[config.mk]
export PLATFORM = sky130hd
export DESIGN_NAME = scoreboard_flat
export DESIGN_NICKNAME = d
export VERILOG_FILES = /design/src/rtl/scoreboard_if.sv /design/src/rtl/scoreboard.sv /design/src/flat_wrapper.sv
export SDC_FILE = /design/constraint.sdc
export NUM_CORES = 1
export LEC_CHECK = 0
export CAP_MARGIN = 5
export CORE_ASPECT_RATIO = 1.1
export CORE_MARGIN = 4
export CORE_UTILIZATION = 42
export CTS_CLUSTER_DIAMETER = 40
export DETAILED_ROUTE_END_ITERATION = 6
export PLACE_DENSITY = 0.8
export SYNTH_ARGS = -nofsm -noshare
export SYNTH_HDL_FRONTEND = slang
export SYNTH_SLANG_ARGS = --single-unit
[constraint.sdc]
create_clock -name clk -period 1.7 [get_ports clk]
set_input_delay 0.34 -clock clk [delete_from_list [all_inputs] [get_ports clk]]
set_output_delay 0.34 -clock clk [all_outputs]
set_load 0.02 [all_outputs]
[src/rtl/scoreboard_if.sv]
// Playfield <-> scoreboard signal bundle: round-win levels in,
// scores, digit patterns and round/match control out.
interface scoreboard_if;
    logic       win_l;
    logic       win_r;
    logic [2:0] score_l;
    logic [2:0] score_r;
    logic [6:0] hex_l;
    logic [6:0] hex_r;
    logic       round_reset;
    logic       match_over;

    modport master (
        output win_l, win_r,
        input  score_l, score_r, hex_l, hex_r,
        input  round_reset, match_over
    );

    modport slave (
        input  win_l, win_r,
        output score_l, score_r, hex_l, hex_r,
        output round_reset, match_over
    );
endinterface

[src/rtl/scoreboard.sv]
// Tug-of-war round scoreboard: edge-counted wins, hold/restart FSM, 7-seg digits.
// Optional SCOREBOARD_BLINK_EN blinks the winner's digit once the match is over.
module scoreboard #(
    parameter int MAX_SCORE   = 7,
    parameter int HOLD_CYCLES = 4,
    localparam int CW         = $clog2(HOLD_CYCLES + 1)
) (
    input  logic         clk,
    input  logic         reset,
    scoreboard_if.slave  sb
);
    typedef enum logic [1:0] {
        PLAY,
        HOLD,
        ROUND_RST,
        MATCH_OVER
    } state_t;

    localparam logic [CW-1:0] LAST = CW'(HOLD_CYCLES - 1);
    localparam logic [2:0]    MAX  = 3'(MAX_SCORE);

    state_t        state, state_n;
    logic [2:0]    score_l, score_l_n;
    logic [2:0]    score_r, score_r_n;
    logic [CW-1:0] cnt, cnt_n;
    logic          win_l_q, win_r_q;
    logic          edge_l, edge_r;

    function automatic logic [6:0] seg7(input logic [2:0] v);
        logic [6:0] s;
        case (v)
            3'd0:    s = 7'b1000000;
            3'd1:    s = 7'b1111001;
            3'd2:    s = 7'b0100100;
            3'd3:    s = 7'b0110000;
            3'd4:    s = 7'b0011001;
            3'd5:    s = 7'b0010010;
            3'd6:    s = 7'b0000010;
            default: s = 7'b1111000;
        endcase
        return s;
    endfunction

    assign edge_l = sb.win_l & ~win_l_q;
    assign edge_r = sb.win_r & ~win_r_q;

    always_ff @(posedge clk or posedge reset) begin
        if (reset) begin
            state   <= PLAY;
            score_l <= 3'd0;
            score_r <= 3'd0;
            cnt     <= '0;
            win_l_q <= 1'b0;
            win_r_q <= 1'b0;
        end else begin
            state   <= state_n;
            score_l <= score_l_n;
            score_r <= score_r_n;
            cnt     <= cnt_n;
            win_l_q <= sb.win_l;
            win_r_q <= sb.win_r;
        end
    end

    always_comb begin
        state_n   = state;
        score_l_n = score_l;
        score_r_n = score_r;
        cnt_n     = cnt;
        case (state)
            PLAY: begin
                // Simultaneous edges replay the round without scoring
                if (edge_l || edge_r) begin
                    state_n = HOLD;
                    if (edge_l && !edge_r && score_l != MAX)
                        score_l_n = score_l + 3'd1;
                    if (edge_r && !edge_l && score_r != MAX)
                        score_r_n = score_r + 3'd1;
                end
            end
            HOLD: begin
                if (cnt == LAST) begin
                    cnt_n = '0;
                    if (score_l == MAX || score_r == MAX)
                        state_n = MATCH_OVER;
                    else
                        state_n = ROUND_RST;
                end else begin
                    cnt_n = cnt + 1'b1;
                end
            end
            ROUND_RST: state_n = PLAY;
            default:   state_n = MATCH_OVER;
        endcase
    end

`ifdef SCOREBOARD_BLINK_EN
    logic [24:0] blink;
    logic        blank;

    always_ff @(posedge clk or posedge reset) begin
        if (reset)
            blink <= '0;
        else
            blink <= blink + 25'd1;
    end

    assign blank = (state == MATCH_OVER) && blink[24];

    always_comb begin
        sb.hex_l = seg7(score_l);
        sb.hex_r = seg7(score_r);
        if (blank && score_l == MAX)
            sb.hex_l = 7'b1111111;
        if (blank && score_r == MAX)
            sb.hex_r = 7'b1111111;
    end
`else
    always_comb begin
        sb.hex_l = seg7(score_l);
        sb.hex_r = seg7(score_r);
    end
`endif

    assign sb.score_l     = score_l;
    assign sb.score_r     = score_r;
    assign sb.round_reset = (state == ROUND_RST) || (state == MATCH_OVER);
    assign sb.match_over  = (state == MATCH_OVER);
endmodule

[src/flat_wrapper.sv]
// flat-port wrapper written by rule: the top's interface ports become plain ports
module scoreboard_flat 
#(
    parameter int MAX_SCORE   = 7,
    parameter int HOLD_CYCLES = 4,
    localparam int CW         = $clog2(HOLD_CYCLES + 1)
)
  (clk, reset, sb_win_l, sb_win_r, sb_score_l, sb_score_r, sb_hex_l, sb_hex_r, sb_round_reset, sb_match_over);
  scoreboard_if sb_i ();
  input  logic clk;
  input  logic reset;
  input wire logic [$bits(sb_i.win_l)-1:0] sb_win_l;
  input wire logic [$bits(sb_i.win_r)-1:0] sb_win_r;
  output wire logic [$bits(sb_i.score_l)-1:0] sb_score_l;
  output wire logic [$bits(sb_i.score_r)-1:0] sb_score_r;
  output wire logic [$bits(sb_i.hex_l)-1:0] sb_hex_l;
  output wire logic [$bits(sb_i.hex_r)-1:0] sb_hex_r;
  output wire logic [$bits(sb_i.round_reset)-1:0] sb_round_reset;
  output wire logic [$bits(sb_i.match_over)-1:0] sb_match_over;
  assign sb_i.win_l = sb_win_l;
  assign sb_i.win_r = sb_win_r;
  assign sb_score_l = sb_i.score_l;
  assign sb_score_r = sb_i.score_r;
  assign sb_hex_l = sb_i.hex_l;
  assign sb_hex_r = sb_i.hex_r;
  assign sb_round_reset = sb_i.round_reset;
  assign sb_match_over = sb_i.match_over;
  scoreboard #(.MAX_SCORE(MAX_SCORE), .HOLD_CYCLES(HOLD_CYCLES)) u_core (.clk(clk), .reset(reset), .sb(sb_i));
endmodule
==> After elaboration in Yosys (flattened, before gate mapping) <==
Index checks and enable logic that the tools add are counted.
{ "totals": {"reg_bits": 13, "in_bits": 4, "out_inout_bits": 22, "word_cells": 57} }
{ "classes": {"n_addsub": 3, "eq_ne": 22, "n_mux": 7, "bitwise": 4, "n_reduce_logical": 15} }
{ "op_table": {"columns": ["cell", "count"], "rows": [
  ["one-hot mux 7 bit (7 select lines)", 2],
  ["equality test 3 bit, second input constant", 8],
  ["equality test 3 x 2 -> 1 bit, second input constant", 5],
  ["adder 3 x 1 -> 3 bit, second input constant", 3],
  ["equality test 3 x 1 -> 1 bit, second input constant", 2],
  ["zero test 3 bit", 2],
  ["inequality test 3 bit, second input constant", 2],
  ["one-hot mux 2 bit (3 select lines)", 1],
  ["AND reduction 3 bit", 2],
  ["equality test 2 bit, second input constant", 2],
  ["logical AND 1 bit", 4],
  ["2-to-1 mux 2 bit", 2],
  ["inequality test 2 x 1 -> 1 bit, second input constant", 2],
  ["logical OR 1 bit", 3],
  ["2-to-1 mux 3 bit", 1],
  ["bitwise AND 1 bit", 2],
  ["equality test 2 x 1 -> 1 bit, second input constant", 1],
  ["zero test 1 bit", 2],
  ["zero test 2 bit", 1],
  ["NOT 1 bit", 2],
  ["AND reduction 2 bit", 1],
  ["2-to-1 mux 1 bit", 1]
]} }

==> Longest topological paths before layout <==
Gate-level depths: netlist (run 1).
{ "depth": {"ltp_word": 6, "ltp_mapped": 5, "ltp_nobuf": 5} }

==> Least setup slack after synthesis (run 1) <==
No wires, ideal clock.
{ "synth_path": {"kind": "flip-flop to output port", "startpoint": "register u_core.score_r[1] (netlist: u_core.sb.score_r[1])", "endpoint": "output sb_hex_r[3]", "t_arrival_ps": 1720, "t_required_ps": 1360, "setup_slack_ps": -360, "stages_incl_launch_ff": 6, "path_buffers": 0, "path_cell_list": "dfrtp_1 > inv_1 > ha_1 > inv_1 > o21ai_0 > o21bai_1"} }
{ "synth_via": {"elab_chain_len": 2, "word_cells_on_any_way": 8, "classes_between": "6 x eq/ne; 1 x mux; 1 x reduce/logical"} }
{ "synth_lines": {"columns": ["item", "line", "text"], "rows": [
  ["start: declaration", "scoreboard.sv:24", "logic [2:0] score_r, score_r_n;"],
  ["start signal: assignment", "scoreboard.sv:58", "score_r <= score_r_n;"],
  ["equality test 3 bit, or another cell as far along", "scoreboard.sv:31", "case (v)"],
  ["one-hot mux 7 bit (7 select lines) (*)", "scoreboard.sv:31", null],
  ["end: declaration", "flat_wrapper.sv:17", "output wire logic [$bits(sb_i.hex_r)-1:0] sb_hex_r;"]
]} }
Every way passes the cells marked *; elsewhere a longest branch is shown, timed or not.

==> Worst setup path after layout (run 1) <==
{ "layout_path": {"startpoint": "register u_core.score_l[1] (netlist: u_core.sb.score_l[1])", "endpoint": "output sb_hex_l[6]"} }
{ "layout_via": {"elab_chain_len": 2, "word_cells_on_any_way": 8, "classes_between": "6 x eq/ne; 1 x mux; 1 x reduce/logical"} }
{ "layout_lines": {"columns": ["item", "line", "text"], "rows": [
  ["start: declaration", "scoreboard.sv:23", "logic [2:0] score_l, score_l_n;"],
  ["start signal: assignment", "scoreboard.sv:57", "score_l <= score_l_n;"],
  ["equality test 3 bit, or another cell as far along", "scoreboard.sv:31", null],
  ["one-hot mux 7 bit (7 select lines) (*)", "scoreboard.sv:31", null],
  ["end: declaration", "flat_wrapper.sv:16", "output wire logic [$bits(sb_i.hex_l)-1:0] sb_hex_l;"]
]} }
Marks and branches as above.

==> results by group, run 1 <==
Clock tree
  • CTS Hold Bufs: 0
  • Clock Tree Root: clkbuf_4
  • Worst-path clk slew: 90 ps
  • Clk buf depth: 2
  • Number of CTS-inserted buffers: 3
  • Htree depth: 1
  • CTS Sinks: 13
  • Worst skew pair latency: between 200 and 300 ps
  • CTS tree: built

Power and ir drop
  • Sequential power share: 15.6%
  • Worst vdd ir: roughly 0.0017 V
  • Psw: 2.048 mW
  • Lkg Pwr: ~0.8 nW
  • Combinational share of power: 79.6%
  • Part of the power in the clock network: 4.8%
  • Sw frac: 48.16%
  • Pint: ~2.2 mW
  • Power Density: 2356 nW/µm²

Timing
  • Worst Tran Pin Value: between 500 and 600 ps
  • Final WS setup: -276.7 ps
  • Setup TNS: -2869 ps
  • Final hold violations: 0
  • Slew Limit Fails: 0
  • Fin crit share: 116.3%
  • Clock skew: 6.070 ps
  • RSZ-0062 raised after global routing: true
  • Max Fclk: 505.9 MHz
  • Final setup violating endpoints: 19
  • Worst relative slew slack: 65.63%
  • Min cycle time layout: 1977 ps

Logic synthesis
  • Top cell type's share of synthesized area: between 30% and 40%
  • Post-synth top cells: 13 x dfrtp_1, 13 x ha_1, 9 x inv_1
  • Post-synthesis average cell area: 9.279 µm²
  • Syn nets: 118
  • Yosys reg bits: 13
  • Synth area leaders: dfrtp_1 35%, ha_1 17%, nor3_1 4.3%
  • Cell taking the most area after synthesis: dfrtp_1
  • Synthesized area: 937.1 µm²
  • Yosys cell types: 31
  • Asr flop ratio synth: 100.0%
  • Post-synthesis sequential area ratio: about a third
  • Synthesis warning total: 0
  • Primary FF master, synth: dfrtp_1
  • Post-Syn Instances: ~100
  • EDFF count, synth: 0

Placement
  • Placed cells: 179
  • Cell Area, Placed: 1460 µm²
  • DP HPWL: 1.923 mm
  • Gpl congestion: 0.8144
  • Number of port buffers: 25

Worst setup path
  • Crit-path most repeated cell: buf_6
  • CP max-delay cell: dfrtp_2
  • Worst setup path start: u_core.sb.score_l[1]
  • Data arrival time of the critical path: 1640 ps
  • Worst EP required: 1360 ps
  • Crit path max fanout: 4
  • Cell family with most CP delay: flip-flops
  • Slowest stage delay, CP: 490 ps
  • CP Cell Sequence: inv_4, ha_4, buf_6, nor2_4, o21ai_2, o21a_1, buf_6
  • Worst R2R Setup Slack: -100 ps
  • WP buf/inv: 3
  • CP endpoint kind: primary output
  • Crit path kind: reg2out
  • Reg-to-Reg Start: u_core.sb.score_r[0]
  • CP endpoint: sb_hex_l[6]
  • Length in cells of the worst reg-to-reg path: 6
  • Crit start category: register
  • Number of cells on the critical path: 7
  • R2R Path End: u_core.sb.score_r[1]

Global routing
  • Antenna violations before repair: 0
  • Met3 Track Usage GR: around 4.2%
  • Number of global-route vias before repair: 1089
  • GRT Util Overall: 24.39%
  • Global route hottest layer: met2
  • M1 GR Usage: 26.98%
  • GRT Residual Overflow: 0
  • GR Util met2: 47.16%
  • First-pass GRT wire length: 5.416 mm
  • Largest net degree at the start of global routing: 14

Finish
  • Syn-to-layout area delta: 92.52%
  • Final Instance Area: 1804 µm²
  • NumNets Final: 178
  • Share of layout cells above drive strength 1: 60.62%
  • Fin cells: 188
  • Ant diodes: 0
  • Final core occ: 87.45%

Floorplan
  • Row Count: 17
  • Core box area: 2063 µm²
  • Die width: around 53 µm
  • Full die area: approximately 3100 µm²
  • # IOs: 26
  • Chip height: about 58 µm
  • Initial Utilization: between 40% and 50%

Routing
  • Post-route ant nets: 0
  • Via count: 1091
  • Residual DRC: 0
  • Via density: 5.803
  • DR WL/cell: 19.79 µm
  • Drt total wl: 3.721 mm
  • DRT iter0 DRCs: 30
  • Pre-antenna DRT Iters: 4

Outcome
  • Outcome: finished with violations
  • Failing checks: negative setup slack

Hold path
  • Worst hold path class: in2async

Flow run
  • Max-cap violations: 0
layer usage:
| layer | routed length [µm] | up-vias |
|---|---|---|
| li1 | - | 464 |
| met1 | 1283 | 547 |
| met2 | 2064 | 58 |
| met3 | 192 | 22 |
| met4 | 181 | 0 |
| met5 | 0 | - |
kinds of logic after synthesis:
kind of cell	count (synthesis)	synth area share, %
XOR/XNOR	3	2.804
multiplexers	4	5.474
adder cells (fa/ha/maj)	13	17.36
AO/OA/AOI/OAI	21	14.95
buffers and inverters	11	4.538
flip-flops	13	34.71
AND/OR/NAND/NOR	36	20.16
power groups by stage:
stage,combinational [mW],clock [mW],sequential (mW)
finish,3.38,0.203,0.665
global route,3.55,0.218,0.684
CTS,2.89,0.202,0.625
detailed placement,2.55,0,0.561
global placement,2.46,0,0.545
floorplan,1.27,0,0.638
registers in the layout (all words and copies together), names as in the netlist:
| signal | cells |
|---|---|
| u_core.sb.score_l | 3 |
| u_core.cnt | 3 |
| u_core.sb.score_r | 3 |
| u_core.win_l_q | 1 |
| u_core.win_r_q | 1 |
| u_core.state | 2 |
placed cells by master, fill, tap and decap left out, types with 2 or more instances in the layout:
cell type and instances:
o21ai_2 3, ha_2 2, mux2_4 3, buf_4 27
ha_1 2, clkdlybuf4s50_1 3, nor2_4 3, buf_6 19
dfrtp_1 7, dlygate4sd2_1 7, xnor2_1 2, nand2_1 6
a21oi_1 3, clkbuf_4 3, inv_1 4, dfrtp_2 6
nor3_2 2, ha_4 9, nor2_1 3, o21ai_1 2
nor2b_1 3, nand2b_1 3, a21boi_0 2, inv_4 4
o21a_1 3, nor3_1 2, nor3_4 4
worst min-delay path by stage:
stage	start	endpoint	slack, ps	depth (start not counted)
after floorplan	reset	u_core.cnt[0]	220	1
after global placement	u_core.cnt[1]	u_core.cnt[1]	450	2
after detailed placement	u_core.cnt[1]	u_core.cnt[1]	470	2
after CTS	reset	u_core.win_l_q	380	2
after global routing	reset	u_core.sb.score_l[2]	440	2
final	reset	u_core.sb.score_l[2]	390	2
cell type report:
type / count / area (µm²)
multi-input combinational: 77 / 853.3
timing repair buffer: 57 / 513.0
sequential: 13 / 332.8
fill: 90 / 259.0
inverter: 9 / 43.79
tap: 28 / 35.03
clock buffer: 4 / 26.28
repair_timing:
item / 4_1_cts / 5_1_grt
pin swaps: 14 / 10
hold endpoints to repair: 0 / 0
resized for setup: 134 / 27
endpoints found under the setup margin: 27 / 20
setup buffers: 2 / 3
metrics by stage:
step / hold slack [ps] / total power [mW] / worst slack, ps
finish: 391.6 / 4.251 / -276.7
global route: 440.1 / 4.448 / -330.1
CTS: 378.5 / 3.721 / -231.6
detailed placement: 469.8 / 3.113 / -488.8
global placement: 452.6 / 3.001 / -377.7
floorplan: 216.7 / 1.910 / -10.84
Power figures use the tool's default switching activity.
==> run 2: changes to the inputs <==
Settings changed: CORE_UTILIZATION 42 to 35, PLACE_DENSITY 0.8 to 0.67.
Clock period 1.7 ns to 1.84 ns, I/O delays scaled along.
==> run 2 against run 1 <==
  * Power shrank 18%
  * First-iteration DRC count shrank 73%
  * Die area grew 17%
  * Core utilization shrank 20 points
  * Final area shrank 6.4%
  * The run still ends with negative setup slack left
  * Clock power shrank 11%
  * Combinational power shrank 19%
  * Setup slack gained 180 ps
  * Wire length shrank 31%
  * Via count shrank 16%
  * Critical path depth shrank 3
  * Non-clock buffer count shrank 8
==> results by group, run 2 (synthesis gave the netlist of run 1 again) <==
Worst setup path
  • Crit start category: register (unchanged)
  • WP buf/inv: 1 (was 3)
  • CP Cell Sequence: ha_4, nor4_4, o32a_1, buf_6 (was inv_4, ha_4, buf_6, nor2_4, o21ai_2, o21a_1, buf_6)
  • CP endpoint kind: primary output (unchanged)
  • Worst EP required: 1470 ps (was 1360 ps)
  • Slowest stage delay, CP: 490 ps (about the same)
  • Crit path max fanout: 5 (was 4)
  • Worst R2R Setup Slack: 20 ps (was -100 ps)
  • Crit path kind: reg2out (unchanged)
  • CP max-delay cell: dfrtp_2 (unchanged)
  • Cell family with most CP delay: flip-flops (unchanged)
  • Data arrival time of the critical path: 1570 ps (was 1640 ps)

Routing
  • Post-route ant nets: 0 (unchanged)
  • Via count: 919 (was 1091)
  • Pre-antenna DRT Iters: 4 (unchanged)
  • DRT iter0 DRCs: 8 (was 30)
  • DR WL/cell: 13.96 µm (was 19.79 µm)
  • Drt total wl: 2.554 mm (was 3.721 mm)
  • Residual DRC: 0 (unchanged)
  • Via density: 5.022 (was 5.803)

Placement
  • Cell Area, Placed: 1403 µm² (was 1460 µm²)
  • Placed cells: 178 (was 179)
  • DP HPWL: 1.826 mm (was 1.923 mm)
  • Gpl congestion: 0.8117 (was 0.8144)
  • Number of port buffers: 25 (unchanged)

Clock tree
  • Worst skew pair latency: 280 ps (about the same)
  • CTS tree: built (unchanged)
  • Clock Tree Root: clkbuf_4 (unchanged)
  • Htree depth: 1 (unchanged)
  • Clk buf depth: 2 (unchanged)
  • Worst-path clk slew: 90 ps (about the same)
  • Number of CTS-inserted buffers: 3 (unchanged)
  • CTS Sinks: 13 (unchanged)

Timing
  • Slew Limit Fails: 0 (unchanged)
  • Final hold violations: 0 (unchanged)
  • Final setup violating endpoints: 10 (was 19)
  • RSZ-0062 raised after global routing: true (unchanged)
  • Max Fclk: 517.0 MHz
  • Final WS setup: -94.25 ps (was -276.7 ps)
  • Worst relative slew slack: 66.04% (was 65.63%)
  • Clock skew: 2.666 ps (was 6.070 ps)
  • Worst Tran Pin Value: 508.8 ps (was 515.0 ps)
  • Min cycle time layout: 1934 ps
  • WHS: 407.6 ps (was 391.6 ps)
  • Fin crit share: 105.1%

Global routing
  • Antenna violations before repair: 0 (unchanged)
  • GRT Residual Overflow: 0 (unchanged)
  • Number of global-route vias before repair: 974 (was 1089)
  • GRT Util Overall: 15.35% (was 24.39%)
  • First-pass GRT wire length: 4.443 mm (was 5.416 mm)
  • Largest net degree at the start of global routing: 14 (unchanged)

Finish
  • Ant diodes: 0 (unchanged)
  • Top Registers: u_core.cnt x3, u_core.sb.score_l x3, u_core.sb.score_r x3 (unchanged)
  • Commonest non-fill, non-tap cell in the layout: buf_4 (unchanged)
  • Most frequent cells in the layout: 23 x buf_4, 13 x buf_6, 10 x ha_4, 8 x dfrtp_1, 7 x nand2_1 (was 27 x buf_4, 19 x buf_6, 9 x ha_4, 7 x dlygate4sd2_1, 7 x dfrtp_1)
  • Final core occ: 66.98% (was 87.45%)
  • Fin cells: 183 (was 188)
  • Final Instance Area: 1688 µm² (was 1804 µm²)
  • Share of layout cells above drive strength 1: 54.61% (was 60.62%)
  • NumNets Final: 170 (was 178)
  • Syn-to-layout area delta: 80.11% (was 92.52%)

Power and ir drop
  • Part of the power in the clock network: 5.2% (was 4.8%)
  • Lkg Pwr: 0.7522 nW (was 0.7967 nW)
  • Pint: 1.863 mW (was 2.204 mW)
  • Sequential power share: 15.9% (was 15.6%)
  • Final total power: 3.489 mW (was 4.251 mW)
  • Psw: 1.626 mW (was 2.048 mW)
  • Worst vdd ir: 0.001492 V (was 0.001697 V)
  • Combinational share of power: 79.0% (was 79.6%)
  • Sw frac: 46.60% (was 48.16%)
  • Power Density: 2067 nW/µm² (was 2356 nW/µm²)

Floorplan
  • Chip height: 62.27 µm (was 57.54 µm)
  • Core box area: 2520 µm² (was 2063 µm²)
  • Die width: 57.34 µm (was 53.04 µm)
  • Initial Utilization: 37.19% (was 45.42%)
  • Full die area: 3570 µm² (was 3052 µm²)
  • Row Count: 19 (was 17)
  • # IOs: 26 (unchanged)

Hold path
  • Worst hold path class: in2async (unchanged)

Outcome
  • Failing checks: negative setup slack (unchanged)
  • Outcome: finished with violations (unchanged)

Flow run
  • Max-cap violations: 0 (unchanged)
[run 2: changes by cell type in the layout (fill, tap and decap cells not counted), moves of 2 or more]
cell / change
buf_2: +2
nor2_4: -2
clkdlybuf4s50_1: +2
buf_6: -6
buf_4: -4
dlymetal6s2s_1: +2
nor3_2: +2
dlygate4sd2_1: -3
[run 2: repair_timing]
action                     in CTS  in global routing
setup endpoints to repair      16                 17
hold buffers                    0                  0
buffers inserted                2                  0
gates resized for setup       121                 25
pin swaps                       5                  9
[run 2: path summary, 6_finish.rpt]
check	from	to	cells after the start
hold / removal	reset	u_core.state[1]	2
setup reg to reg	u_core.sb.score_l[0]	u_core.sb.score_l[1]	7
hold reg to reg	u_core.cnt[1]	u_core.cnt[1]	2
max in group asynchronous	reset	u_core.sb.score_r[0]	2
setup / recovery	u_core.sb.score_r[1]	sb_hex_r[4]	4
min in group clk	u_core.cnt[1]	u_core.cnt[1]	2
[run 2: worst reg2reg max path: cells and delay by family (launching register included)]
kind / cells / cell delay [ps]
adder cells (fa/ha/maj): 2 / 350
flip-flops: 1 / 470
multiplexers: 1 / 330
buffers and inverters: 2 / 280
AND/OR/NAND/NOR: 2 / 270
[run 2: metrics by stage]
| stage | setup slack (ps) | TNS (ps) |
|---|---|---|
| global route | -174.4 | -1651 |
| detailed placement | -370.4 | -3247 |
| CTS | -90.23 | -515.5 |
| floorplan | -54.49 | -54.49 |
| global placement | -364.7 | -2870 |
| finish | -94.25 | -709.1 |
[run 2: area by class of cell]
cell class / instances / area, µm²
fillers: 206 / 832.0
multi-input cells: 77 / 807.0
repair buffers: 49 / 439.2
flip-flops and latches: 13 / 331.6
inverters: 9 / 43.79
well taps: 31 / 38.79
clock buffers: 3 / 22.52
clock inverters: 1 / 5.005
[run 2: routing by layer]
metal	vias up	global-route usage, %	wire, µm
met2	19	28.14	1417
met5	-	0	0
met4	0	5.217	29
li1	447	-	-
met1	449	17.03	980
met3	4	3.313	127
[run 2: power groups by stage]
stage          clock (mW)  sequential [mW]  combinational, mW
6_report            0.181            0.553               2.75
5_1_grt             0.199            0.574               2.96
4_1_cts             0.187            0.529               2.54
3_5_place_dp            0            0.494               2.25
3_3_place_gp            0            0.490               2.21
2_1_floorplan           0            0.582               1.10
==> run 3: changes to the inputs <==
Settings changed: ABC_AREA set to 1, CTS_BUF_LIST set to sky130_fd_sc_hd__clkbuf_16.
==> run 3 against run 2 <==
  * The flow still finishes with violations (negative setup slack)
  * Critical endpoint is now sb_hex_r[5]
  * Synthesized cell count is 28% higher
  * Largest power group unchanged
  * Largest cell class unchanged
  * Register-to-register slack improved by 230 ps
  * Fmax increased by 1.8%
==> results by group, run 3 <==
Outcome
  • Outcome: finished with violations (unchanged)
  • Failing checks: negative setup slack (unchanged)

Timing
  • Slew Limit Fails: 0 (unchanged)
  • Clock skew: 0.9758 ps (was 2.666 ps)
  • Worst Tran Pin Value: 504.3 ps (was 508.8 ps)
  • Fin crit share: 103.3% (was 105.1%)
  • Setup TNS: -145.5 ps (was -709.1 ps)
  • Min cycle time layout: 1900 ps (was 1934 ps)
  • Final hold violations: 0 (unchanged)
  • WHS: 453.9 ps (was 407.6 ps)
  • RSZ-0062 raised after global routing: true (unchanged)
  • Final setup violating endpoints: 4 (was 10)
  • Worst relative slew slack: 66.34% (was 66.04%)
  • Final WS setup: -60.10 ps (was -94.25 ps)
  • Max Fclk: 526.3 MHz (was 517.0 MHz)

Clock tree
  • Worst-path clk slew: 50 ps (was 90 ps)
  • Clk buf depth: 2 (unchanged)
  • CTS tree: built (unchanged)
  • Htree depth: 1 (unchanged)
  • Worst skew pair latency: 240 ps (was 280 ps)
  • Clock Tree Root: clkbuf_16 (was clkbuf_4)
  • CTS Sinks: 13 (unchanged)
  • Number of CTS-inserted buffers: 3 (unchanged)

Floorplan
  • Core box area: 2591 µm² (was 2520 µm²)
  • Die width: 58.32 µm (was 57.34 µm)
  • Chip height: 63.35 µm (was 62.27 µm)
  • Initial Utilization: 37.61% (was 37.19%)
  • # IOs: 26 (unchanged)
  • Full die area: 3694 µm² (was 3570 µm²)
  • Row Count: 19 (unchanged)

Routing
  • DRT iter0 DRCs: 13 (was 8)
  • Via density: 4.526 (was 5.022)
  • Residual DRC: 0 (unchanged)
  • Drt total wl: 2.415 mm (was 2.554 mm)
  • Pre-antenna DRT Iters: 4 (unchanged)
  • Via count: 946 (was 919)
  • DR WL/cell: 11.56 µm (was 13.96 µm)
  • Post-route ant nets: 0 (unchanged)

Power and ir drop
  • Final total power: 3.290 mW (was 3.489 mW)
  • Power Density: 2064 nW/µm² (was 2067 nW/µm²)
  • Pint: 1.813 mW (was 1.863 mW)
  • Part of the power in the clock network: 12.5% (was 5.2%)
  • Lkg Pwr: 0.8641 nW (was 0.7522 nW)
  • Psw: 1.477 mW (was 1.626 mW)
  • Sequential power share: 16.0% (was 15.9%)
  • Combinational share of power: 71.6% (was 79.0%)
  • Sw frac: 44.88% (was 46.60%)
  • Worst vdd ir: 0.001202 V (was 0.001492 V)

Logic synthesis
  • Yosys reg bits: 13 (unchanged)
  • Cell taking the most area after synthesis: dfrtp_1 (unchanged)
  • Syn nets: 146 (was 118)
  • Top cell type's share of synthesized area: 33.38% (was 34.71%)
  • Top-count cell post-synth: nand2_1
  • Post-Syn Instances: 129 (was 101)
  • Asr flop ratio synth: 100.0% (unchanged)
  • Post-synthesis sequential area ratio: 33.38% (was 34.71%)
  • EDFF count, synth: 0 (unchanged)
  • Synthesized area: 974.7 µm² (was 937.1 µm²)
  • Post-synth top cells: 37 x nand2_1, 16 x inv_1, 13 x dfrtp_1, 13 x ha_1, 10 x nand3_1 (was 13 x dfrtp_1, 13 x ha_1, 9 x inv_1)
  • Primary FF master, synth: dfrtp_1 (unchanged)
  • Synthesis warning total: 0 (unchanged)
  • Synth area leaders: dfrtp_1 33%, ha_1 17%, nand2_1 14% (was dfrtp_1 35%, ha_1 17%, nor3_1 4.3%)
  • Post-synthesis average cell area: 7.556 µm² (was 9.279 µm²)
  • Yosys cell types: 18 (was 31)

Finish
  • Share of layout cells above drive strength 1: 50.00% (was 54.61%)
  • Ant diodes: 0 (unchanged)
  • Most frequent cells in the layout: 30 x nand2_1, 17 x buf_4, 13 x nand2_2, 12 x inv_2, 12 x buf_6 (was 23 x buf_4, 13 x buf_6, 10 x ha_4, 8 x dfrtp_1, 7 x nand2_1)
  • Final core occ: 61.52% (was 66.98%)
  • NumNets Final: 196 (was 170)
  • Storage cell area: 331.6 µm² (unchanged)
  • Fin cells: 209 (was 183)
  • Top Registers: u_core.cnt x3, u_core.sb.score_l x3, u_core.sb.score_r x3 (unchanged)
  • Syn-to-layout area delta: 63.54% (was 80.11%)
  • Multi-input gate area: 635.6 µm² (was 807.0 µm²)
  • Fillers: 231 (was 206)
  • Commonest non-fill, non-tap cell in the layout: nand2_1 (was buf_4)
  • Final Instance Area: 1594 µm² (was 1688 µm²)

Global routing
  • Number of global-route vias before repair: 922 (was 974)
  • GRT Residual Overflow: 0 (unchanged)
  • First-pass GRT wire length: 3.857 mm (was 4.443 mm)
  • Largest net degree at the start of global routing: 14 (unchanged)
  • Antenna violations before repair: 0 (unchanged)
  • GRT Util Overall: 13.37% (was 15.35%)

Flow run
  • Max-cap violations: 0 (unchanged)

Placement
  • Placed cells: 199 (was 178)
  • Post-Place Setup Slack: -268.4 ps (was -370.4 ps)
  • Cell Area, Placed: 1369 µm² (was 1403 µm²)
  • Number of port buffers: 25 (unchanged)
  • DP HPWL: 1.791 mm (was 1.826 mm)
  • Gpl congestion: 0.7449 (was 0.8117)

Hold path
  • Worst hold path class: in2async (unchanged)

Worst setup path
  • CP endpoint kind: primary output (unchanged)
  • Data arrival time of the critical path: 1530 ps (was 1570 ps)
  • Crit path max fanout: 4 (was 5)
  • Worst EP required: 1470 ps (about the same)
  • Crit start category: register (unchanged)
  • Crit path kind: reg2out (unchanged)
-- run 3: cell types whose count changed after synthesis, moves of 4 or more --
cell	before	now
a21oi_1	4	0
inv_1	9	16
inv_2	0	7
nand2_1	7	37
nand2_2	0	6
nand3_1	1	10
nor2b_1	4	0
nor3_1	8	0
-- run 3: final timing paths --
check	start	to	slack [ps]	cells past startpoint
max	u_core.sb.score_r[0]	sb_hex_r[5]	-60	9
min	reset	u_core.state[1]	450	2
max reg2reg	u_core.sb.score_l[0]	u_core.sb.score_l[1]	250	8
min reg2reg	u_core.cnt[1]	u_core.cnt[1]	490	2
max in group asynchronous	reset	u_core.sb.score_r[2]	1020	2
min in group clk	u_core.cnt[1]	u_core.cnt[1]	490	2
-- run 3: timing repair --
action,in CTS,in global routing
setup buffers,4,2
setup endpoints to repair,15,13
gates resized for setup,57,43
hold buffers,0,0
pin swaps,2,9
-- run 3: kinds of logic after synthesis --
| group | count (synthesis) | share of synthesized area, % |
|---|---|---|
| flops | 13 | 33.38 |
| buf+inv | 25 | 10.40 |
| simple gates | 71 | 35.56 |
| fa+ha+maj | 13 | 16.69 |
| compound gates | 7 | 3.979 |
-- run 3: area by class of cell --
| class | instances | area share [%] |
|---|---|---|
| sequential | 13 | 20.80 |
| multi-input combinational | 91 | 39.87 |
| tap | 31 | 2.433 |
| timing repair buffer | 47 | 26.45 |
| clock inverter | 1 | 0.3140 |
| inverter | 23 | 5.416 |
| clock buffer | 3 | 4.710 |
-- run 3: power by group through the flow --
stage | clock, mW | sequential, mW | combinational [mW]
final | 0.410 | 0.525 | 2.36
after global routing | 0.437 | 0.543 | 2.58
after CTS | 0.416 | 0.496 | 2.05
after detailed placement | 0 | 0.499 | 2.04
after global placement | 0 | 0.490 | 2.01
after floorplan | 0 | 0.568 | 1.02
-- run 3: critical path: stages (launching register included) --
cell and delay, ps:
dfrtp_2 410, inv_2 60, ha_4 160, nor2_4 110
inv_2 50, nor2_2 110, nand2_2 100, buf_6 120
nand2_2 60, buf_6 110
-- run 3: layer usage --
metal | wire length [µm] | global-route usage [%] | share of wire (%) | vias to the layer above
li1 | - | - | - | 487
met1 | 931 | 15.35 | 39 | 436
met2 | 1333 | 23.60 | 55 | 15
met3 | 88 | 3.878 | 3.6 | 8
met4 | 62 | 3.478 | 2.6 | 0
met5 | 0 | 0 | 0 | -
